File: src/rtl/stopwatch_pkg.sv
// stopwatch_pkg: shared state encoding, BCD limits and parameter defaults for the stopwatch.
package stopwatch_pkg;
    typedef enum logic [1:0] {
        IDLE    = 2'b00,
        RUNNING = 2'b01,
        PAUSED  = 2'b10
    } state_t;
    localparam int CS_MAX          = 99;
    localparam int SEC_MAX         = 59;
    localparam int SYNC_STAGES_DEF = 2;
    localparam int MAX_MIN_DEF     = 59;
endpackage

File: src/rtl/bcd_mod_counter.sv
// bcd_mod_counter: two-digit BCD counter 00..MAX with same-cycle carry out for chaining.
module bcd_mod_counter #(
    parameter int MAX = 99
) (
    input  logic       clk,
    input  logic       rst_n,
    input  logic       en,
    input  logic       clr,
    output logic [7:0] count,
    output logic       carry
);
    localparam logic [7:0] MAX_BCD = 8'(((MAX / 10) << 4) | (MAX % 10));
    logic [7:0] w_next;
    assign carry  = en && (count == MAX_BCD);
    assign w_next = carry ? 8'h00
                  : (count[3:0] == 4'd9) ? {count[7:4] + 4'd1, 4'd0}
                  : {count[7:4], count[3:0] + 4'd1};
    always_ff @(posedge clk or negedge rst_n) begin
        if (!rst_n)
            count <= 8'h00;
        else if (clr)
            count <= 8'h00;
        else if (en)
            count <= w_next;
    end
endmodule

File: src/rtl/stopwatch_control.sv
// stopwatch_control: run/pause/clear sequencer and BCD mm:ss.cc timekeeper driven by a sampled 100 Hz tick.
// Optional lap-hold display freeze enabled by defining STOPWATCH_LAP_EN.
module stopwatch_control
    import stopwatch_pkg::*;
#(
    parameter int SYNC_STAGES = SYNC_STAGES_DEF,
    parameter int MAX_MIN     = MAX_MIN_DEF
) (
    input  logic       CLK_50_MHz,
    input  logic       reset_n,
    input  logic       CLK_100Hz,
    input  logic       start_stop_btn,
    input  logic       clear_btn,
    output logic [7:0] cs_bcd,
    output logic [7:0] sec_bcd,
    output logic [7:0] min_bcd,
    output logic       running,
    output logic       wrap_pulse
);
    logic [1:0] r_rst_sync;
    logic       w_rst_n;
    always_ff @(posedge CLK_50_MHz or negedge reset_n) begin
        if (!reset_n)
            r_rst_sync <= 2'b00;
        else
            r_rst_sync <= {r_rst_sync[0], 1'b1};
    end
    assign w_rst_n = r_rst_sync[1];

    // Lane 0 = tick, 1 = start, 2 = clear. Events are gated until the pipeline holds
    // only post-reset samples, so a level already high at release is not an edge.
    logic [SYNC_STAGES-1:0][2:0] r_sync;
    logic [2:0]                  r_prev;
    logic [SYNC_STAGES:0]        r_vld;
    logic [2:0]                  w_ev;
    logic                        w_tick, w_start, w_clr;
    always_ff @(posedge CLK_50_MHz or negedge w_rst_n) begin
        if (!w_rst_n) begin
            r_sync <= '0;
            r_prev <= '0;
            r_vld  <= '0;
        end else begin
            r_sync <= {r_sync[SYNC_STAGES-2:0], {clear_btn, start_stop_btn, CLK_100Hz}};
            r_prev <= r_sync[SYNC_STAGES-1];
            r_vld  <= {r_vld[SYNC_STAGES-1:0], 1'b1};
        end
    end
    assign w_ev = r_vld[SYNC_STAGES] ? (r_sync[SYNC_STAGES-1] & ~r_prev) : 3'b000;
    assign {w_clr, w_start, w_tick} = w_ev;

    state_t r_state, w_next_state;
    logic   r_running, r_wrap;
    logic   w_cnt_en, w_cnt_clr;
    always_ff @(posedge CLK_50_MHz or negedge w_rst_n) begin
        if (!w_rst_n) begin
            r_state   <= IDLE;
            r_running <= 1'b0;
        end else begin
            r_state   <= w_next_state;
            r_running <= (w_next_state == RUNNING);
        end
    end

    always_comb begin
        w_next_state = r_state;
        case (r_state)
            IDLE:    w_next_state = w_start ? RUNNING : IDLE;
            RUNNING: w_next_state = w_start ? PAUSED : RUNNING;
            PAUSED:  w_next_state = w_clr ? IDLE : w_start ? RUNNING : PAUSED;
            default: w_next_state = IDLE;
        endcase
    end

    always_comb begin
        w_cnt_en  = (r_state == RUNNING) && w_tick;
        w_cnt_clr = (r_state == PAUSED) && w_clr;
    end

    logic [7:0] w_cs, w_sec, w_min;
    logic       w_cs_c, w_sec_c, w_min_c;
    bcd_mod_counter #(.MAX(CS_MAX)) u_cs (
        .clk(CLK_50_MHz), .rst_n(w_rst_n), .en(w_cnt_en), .clr(w_cnt_clr),
        .count(w_cs), .carry(w_cs_c)
    );
    bcd_mod_counter #(.MAX(SEC_MAX)) u_sec (
        .clk(CLK_50_MHz), .rst_n(w_rst_n), .en(w_cs_c), .clr(w_cnt_clr),
        .count(w_sec), .carry(w_sec_c)
    );
    bcd_mod_counter #(.MAX(MAX_MIN)) u_min (
        .clk(CLK_50_MHz), .rst_n(w_rst_n), .en(w_sec_c), .clr(w_cnt_clr),
        .count(w_min), .carry(w_min_c)
    );

    always_ff @(posedge CLK_50_MHz or negedge w_rst_n) begin
        if (!w_rst_n)
            r_wrap <= 1'b0;
        else
            r_wrap <= w_min_c;
    end
    assign running    = r_running;
    assign wrap_pulse = r_wrap;

`ifdef STOPWATCH_LAP_EN
    // Clear while running toggles a display freeze; counting carries on underneath.
    logic        r_lap_hold;
    logic [23:0] r_lap;
    logic        w_lap_tgl;
    assign w_lap_tgl = (r_state == RUNNING) && w_clr && !w_start;
    always_ff @(posedge CLK_50_MHz or negedge w_rst_n) begin
        if (!w_rst_n) begin
            r_lap_hold <= 1'b0;
            r_lap      <= '0;
        end else begin
            r_lap_hold <= (w_next_state == RUNNING) && (r_lap_hold ^ w_lap_tgl);
            if (w_lap_tgl && !r_lap_hold)
                r_lap <= {w_min, w_sec, w_cs};
        end
    end
    assign {min_bcd, sec_bcd, cs_bcd} = r_lap_hold ? r_lap : {w_min, w_sec, w_cs};
`else
    assign {min_bcd, sec_bcd, cs_bcd} = {w_min, w_sec, w_cs};
`endif
endmodule

File: config.mk
export PLATFORM = sky130hd
export DESIGN_NAME = stopwatch_control
export DESIGN_NICKNAME = d
export VERILOG_FILES = /design/src/rtl/stopwatch_pkg.sv /design/src/rtl/bcd_mod_counter.sv /design/src/rtl/stopwatch_control.sv
export SDC_FILE = /design/constraint.sdc
export NUM_CORES = 1
export LEC_CHECK = 0
export CAP_MARGIN = 20
export CORE_MARGIN = 2
export CORE_UTILIZATION = 40
export DETAILED_ROUTE_END_ITERATION = 10
export PLACE_DENSITY = 0.59
export SLEW_MARGIN = 40
export SYNTH_ARGS = -nofsm -noshare
export SYNTH_HDL_FRONTEND = slang
export SYNTH_SLANG_ARGS = --single-unit
File: constraint.sdc
create_clock -name CLK_50_MHz -period 1.8 [get_ports CLK_50_MHz]
set_input_delay 0.54 -clock CLK_50_MHz [delete_from_list [all_inputs] [get_ports CLK_50_MHz]]
set_output_delay 0.54 -clock CLK_50_MHz [all_outputs]
set_load 0.05 [all_outputs]
* Word-level counts from Yosys, hierarchy flattened *
Cells that the tools add are included.

operators by class
  add/sub/neg operators = 6
  multiply operators = 0
  div/mod/pow operators = 0
  order comparisons = 0
  equal/unequal tests = 9
  shift-type cells = 0
  mux-type cells = 18
  bitwise gates (word level) = 2
  reduce and logical (&&, ||, !) cells = 15

operators by type and width
  cell                                           number
  two-way mux 8 bit                              12
  adder 4 x 1 -> 4 bit, second input constant    6
  == test 8 x 7 -> 1 bit, second input constant  2
  == test 4 bit, second input constant           3
  nonzero test 3 bit                             3
  == test 8 bit, second input constant           1
  two-way mux 2 bit                              3
  one-hot mux 2 bit (3 select lines)             1
  AND reduction 2 bit                            3
  nonzero test 2 bit                             3
  logical AND 1 bit                              5
  == test 2 x 1 -> 1 bit, second input constant  2
  AND 3 bit                                      1
  two-way mux 3 bit                              1
  inverter 3 bit                                 1
  == test 2 bit, second input constant           1
  zero test 2 bit                                1
  two-way mux 1 bit                              1

word-level totals
  flip-flop bits (word level) = 42
  bits in latches = 0
  bits in writable memories = 0
  ROM bits = 0
  bits of input ports = 5
  logic and storage cells = 64
  memories kept = 0

* Logic depth before layout (Yosys ltp) *
  depth in word-level cells = 10
  mapped depth = 9

* Modules after synthesis *
Synthesis repeated with hierarchy kept, for this count alone.

second synthesis, totals
  cells, all modules = 181
  area, all modules = 2003.2 µm²

by module, submodules not included
  module                       times used  cells an instance  area each (µm²)  sequential area each (µm²)
  bcd_mod_counter (u_min ...)  2           49                 479.2            200.2
  stopwatch_control            1           31                 555.5            450.4
  bcd_mod_counter (u_cs)       1           52                 489.2            200.2

* Least setup slack after synthesis *
OpenSTA, ideal clock, no wires.

  path type = reg2reg
  from = reg u_cs.count[0]
  to = reg u_sec.count[2]
  library setup time = 0.078 ns
  arrival time = 2.073 ns
  path slack = -0.351 ns
  stages on the path, launching flop included = 8
  path buffers = 2
  clock period less this slack = 2.151 ns
  path through = dfrtp_1 ha_1 and3b_1 buf_4 nand4_4 buf_6 or4_1 a21oi_1

on the way
  longest elaborated chain between the ends = 6

ends and longest elaborated chain
  item                    line                   text
  start, declared         bcd_mod_counter.sv:9   output logic [7:0] count,
  start signal, assigned  bcd_mod_counter.sv:24  count <= w_next;
  == test 8 bit (*)       bcd_mod_counter.sv:14  assign carry = en && (count == MAX_BCD);
  logical AND 1 bit (*)   bcd_mod_counter.sv:14
  logical AND 1 bit       bcd_mod_counter.sv:14
  two-way mux 8 bit       bcd_mod_counter.sv:15  assign w_next = carry ? 8'h00
  two-way mux 8 bit       bcd_mod_counter.sv:23  else if (en)
  two-way mux 8 bit       bcd_mod_counter.sv:21  else if (clr)
  end signal, assigned    bcd_mod_counter.sv:24
  end, declared           bcd_mod_counter.sv:9

Mark *: on every way between the ends. The rest lies on a longest branch, timed or not. The select of a mux whose other input is x is not followed.
A chain may end at the register's enable or synchronous reset.

* Worst setup path after layout *
  from = reg u_cs.count[1]
  to = reg u_sec.count[5]

The elaborated chain is that of the path after synthesis.

==> Implementation_results.wiki <==
{| class="wikitable"
! Metric !! Value
|-
| Proportion of register bits with asynchronous set or reset after synthesis || 1.000
|-
| Deepest level of the CTS H-tree || 2
|-
| Count of pins on the block boundary || 31
|-
| CP Launch Type || flip-flop
|-
| Reg-to-reg critical path endpoint || u_sec.count[5]
|-
| Final global-route overflow total || 0
|-
| Worst IR Drop VDD || 0.5400 mV
|-
| Global-route wire length before repair || 8507 um
|-
| Post CTS Setup Buffer Count || 0
|-
| Slew @ Worst Pin || 501.4 ps
|-
| Post-synthesis to final-layout area growth || 54.46%
|-
| Chip Height || 75.06 um
|-
| Count of buffers inserted at the top-level ports || 30
|-
| CP bufs+invs || 1
|-
| Yosys top cell area share || 0.5204
|-
| Library cell with the largest summed area after synthesis || dfrtp_1
|-
| Violated checks || setup timing
|-
| Finish-stage setup viols || 6
|-
| Core region area || 4786 um^2
|-
| Top library cells by usage in the layout, fill and taps aside || buf_4 (35), dfrtp_1 (31), buf_12 (24)
|-
| Library cell contributing the largest single delay on the critical path || or4_4
|-
| TritonCTS buffer count || 5
|-
| Fin Hold WS || 17.97 ps
|-
| Initial standard-cell utilization of the core || 0.4220
|-
| Vias in the first global route || 1847
|-
| Area of the die || 5633 um^2
|-
| Flop-to-flop setup slack || -80 ps
|-
| Post-synthesis cell count || 190
|-
| Part of the total power dissipated in sequential elements || 0.443
|-
| Number of warnings printed during yosys synthesis || 0
|-
| Final HPWL DP || 3496 um
|-
| Final clock skew || 3.145 ps
|-
| Number of DRC markers after the initial detailed-route iteration || 96
|-
| Routed wire per std cell || 15.40 um
|-
| Path type of the worst min-delay path || flip-flop to async pin
|-
| Leakage Power || 1.360 nW
|-
| Reg2reg start || u_cs.count[1]
|-
| Clock latency reported for the late side of the worst-skew pair || 290 ps
|-
| Min Clock Period, post-route || 1882 ps
|-
| Clock net sink count || 42
|-
| Detailed-route via count || 1758
|-
| Worst slew margin relative to its limit || 0.6657
|-
| Maximum root-to-sink buffer count || 2
|-
| Largest incremental delay on the critical path || 570 ps
|-
| Final Instance Area || 3119 um^2
|-
| Share of post-route cells with drive strength above 1 || 0.3953
|-
| Critical path arrival || 2100 ps
|-
| Cell Pwr Density || 762.5 nW/um^2
|-
| Final antenna diode count || 0
|-
| Final weighted congestion in routability-driven placement || 0.8046
|-
| Highest fanout seen on the critical path || 5
|-
| Number of maximum-capacitance constraint violations || 0
|-
| Combinational fraction of design power || 0.242
|-
| Total power consumption of the routed design || 2.379 mW
|-
| Flop and latch count out of synthesis || 42
|-
| Core Util, Final || 0.6518
|-
| Cell at the root of the clock tree || clkbuf_8
|-
| Maximum operating frequency || 0.5313 GHz
|-
| Number of synthesized flops with an enable pin || 0
|-
| Leading register cell type out of synthesis || dfrtp_1
|-
| Worst path top cell family by delay || simple AND/OR/NAND/NOR gates
|-
| Clk network pwr share || 0.315
|-
| Nets || 274
|-
| Top post-synthesis cells by area || dfrtp_1 (52%), ha_1 (7.4%), a21oi_1 (4.7%)
|-
| Number of pins exceeding their max-slew limit in the final report || 0
|-
| FP Rows || 25
|-
| Non-filler cells, final || 325
|-
| Internal portion of total power || 1.686 mW
|-
| Cell-by-cell trace of the critical path || inv_2 -> ha_4 -> and3b_2 -> nand4_4 -> or4_4 -> a21oi_2
|-
| Number of vias per cell after detailed routing || 5.409
|-
| Die Width || 75.06 um
|-
| Final hold violations || 0
|-
| Post-place instance area || 2922 um^2
|-
| Data required time at the worst endpoint || 2020 ps
|-
| Period Utilization, post-route || 1.046
|-
| Cell count after placement || 315
|-
| Worst Slack Setup Final || -82.02 ps
|-
| Largest net degree at the start of global routing || 40
|-
| DR DRC count || 0
|-
| Most frequent standard cell in the layout excluding fill and tap cells || buf_4
|-
| Type of the setup path with the least slack || flip-flop to flip-flop
|-
| Unrepaired setup endpoints after global routing || yes
|-
| Number of distinct standard cells referenced by the synthesized netlist || 36
|-
| Switching power || 0.6927 mW
|-
| Mapped cell area || 2019 um^2
|-
| Clock tree from TritonCTS || built
|-
| Initial antenna violation count || 0
|-
| GRT Resource Usage Total || 0.2001
|-
| 1st-pass router iterations || 4
|-
| Worst-path clk slew || 80 ps
|-
| Seq/Total Area, Yosys || 0.5204
|-
| Count of hold buffers inserted by post-cts repair || 0
|-
| Status || complete, but fails checks
|-
| Switching Share || 0.2912
|-
| Mean cell area of the mapped netlist || 10.63 um^2
|-
| Antenna Nets Post-Route || 0
|-
| Kind of end point of the critical path || flip-flop
|-
| Total Wirelength || 5006 um
|-
| FF-to-FF path depth || 6
|}
==> metrics by stage <==
stage / worst slack, ps / TNS, ps
global placement: -28.53 / -125.9
global route: -139.4 / -1421
floorplan: -159.3 / -676.7
finish: -82.02 / -291.5
detailed placement: -115.2 / -623.8
CTS: -29.85 / -122.6
==> state kept, by name, indices dropped and copies added, names as in the netlist <==
register     cells
u_sec.count      8
wrap_pulse       1
running          1
r_vld            3
r_sync           6
r_rst_sync       2
u_min.count      8
r_state          2
u_cs.count       8
r_prev           3
==> synthesized netlist by cell type (2+ instances only) <==
master	number
and4_1	2
mux2i_1	2
nand3_1	7
nand3b_1	3
inv_1	9
nor2_1	9
or4b_1	2
ha_1	12
and3_1	2
o21ai_0	6
nor4_1	2
a21oi_1	19
nand2_1	10
dfrtp_1	42
xor2_1	2
and2_1	4
nand4bb_1	2
o31ai_1	4
nor3_1	5
nand4_1	2
and3b_1	7
clkbuf_1	6
or3_1	6
o21ai_1	6
or4_1	8
==> worst reg2reg max path, stage by stage (launching register included) <==
cell and delay [ps]:
dfrtp_2 410, inv_2 70, ha_4 130, and3b_2 320, nand4_4 190, or4_4 580, a21oi_2 120
==> cell families after synthesis <==
group	after synthesis	share of synthesized area
simple gates	77	0.2485
fa+ha+maj	12	0.07435
flops	42	0.5204
mux	2	0.009914
compound gates	37	0.09914
other cells	1	0.001857
buf+inv	17	0.03717
xor+xnor	2	0.008676
==> per-layer routing <==
metal | global-route usage | share of wire | vias up
li1 | - | - | 819
met3 | 0.04685 | 0.047 | 8
met4 | 0.07937 | 0.014 | 0
met1 | 0.2620 | 0.43 | 881
met2 | 0.3216 | 0.51 | 50
met5 | 0 | 0 | -
==> worst max-delay path by stage <==
stage / start / endpoint / slack (ps) / cells after the start
2_1_floorplan: u_cs.count[1] / u_sec.count[2] / -160 / 8
3_3_place_gp: u_cs.count[1] / u_sec.count[7] / -30 / 6
3_5_place_dp: u_cs.count[1] / u_sec.count[7] / -120 / 6
4_1_cts: u_cs.count[1] / u_sec.count[4] / -30 / 6
5_1_grt: u_cs.count[1] / u_sec.count[5] / -140 / 6
6_report: u_cs.count[1] / u_sec.count[5] / -80 / 6
==> area by class of cell <==
class / count / area, um^2
clock buffers: 5 / 68.82
clock inverters: 3 / 45.04
fillers: 384 / 1667
inverters: 9 / 33.78
multi-input cells: 134 / 1017
flip-flops and latches: 42 / 1065
well taps: 67 / 83.83
repair buffers: 65 / 805.8
==> power by group through the flow <==
stage	logic [mW]	clock network, mW	registers [mW]
final	0.577	0.749	1.05
after detailed placement	0.571	0	1.07
after CTS	0.580	0.767	1.05
after floorplan	0.127	0	1.23
after global routing	0.626	0.805	1.06
after global placement	0.556	0	1.07
==> timing repair <==
action,4_1_cts,5_1_grt
pin swaps,5,4
resized for setup,3,13
setup endpoints to repair,10,17
gates cloned,2,0
No activity file was read; power rests on OpenSTA's default activity.
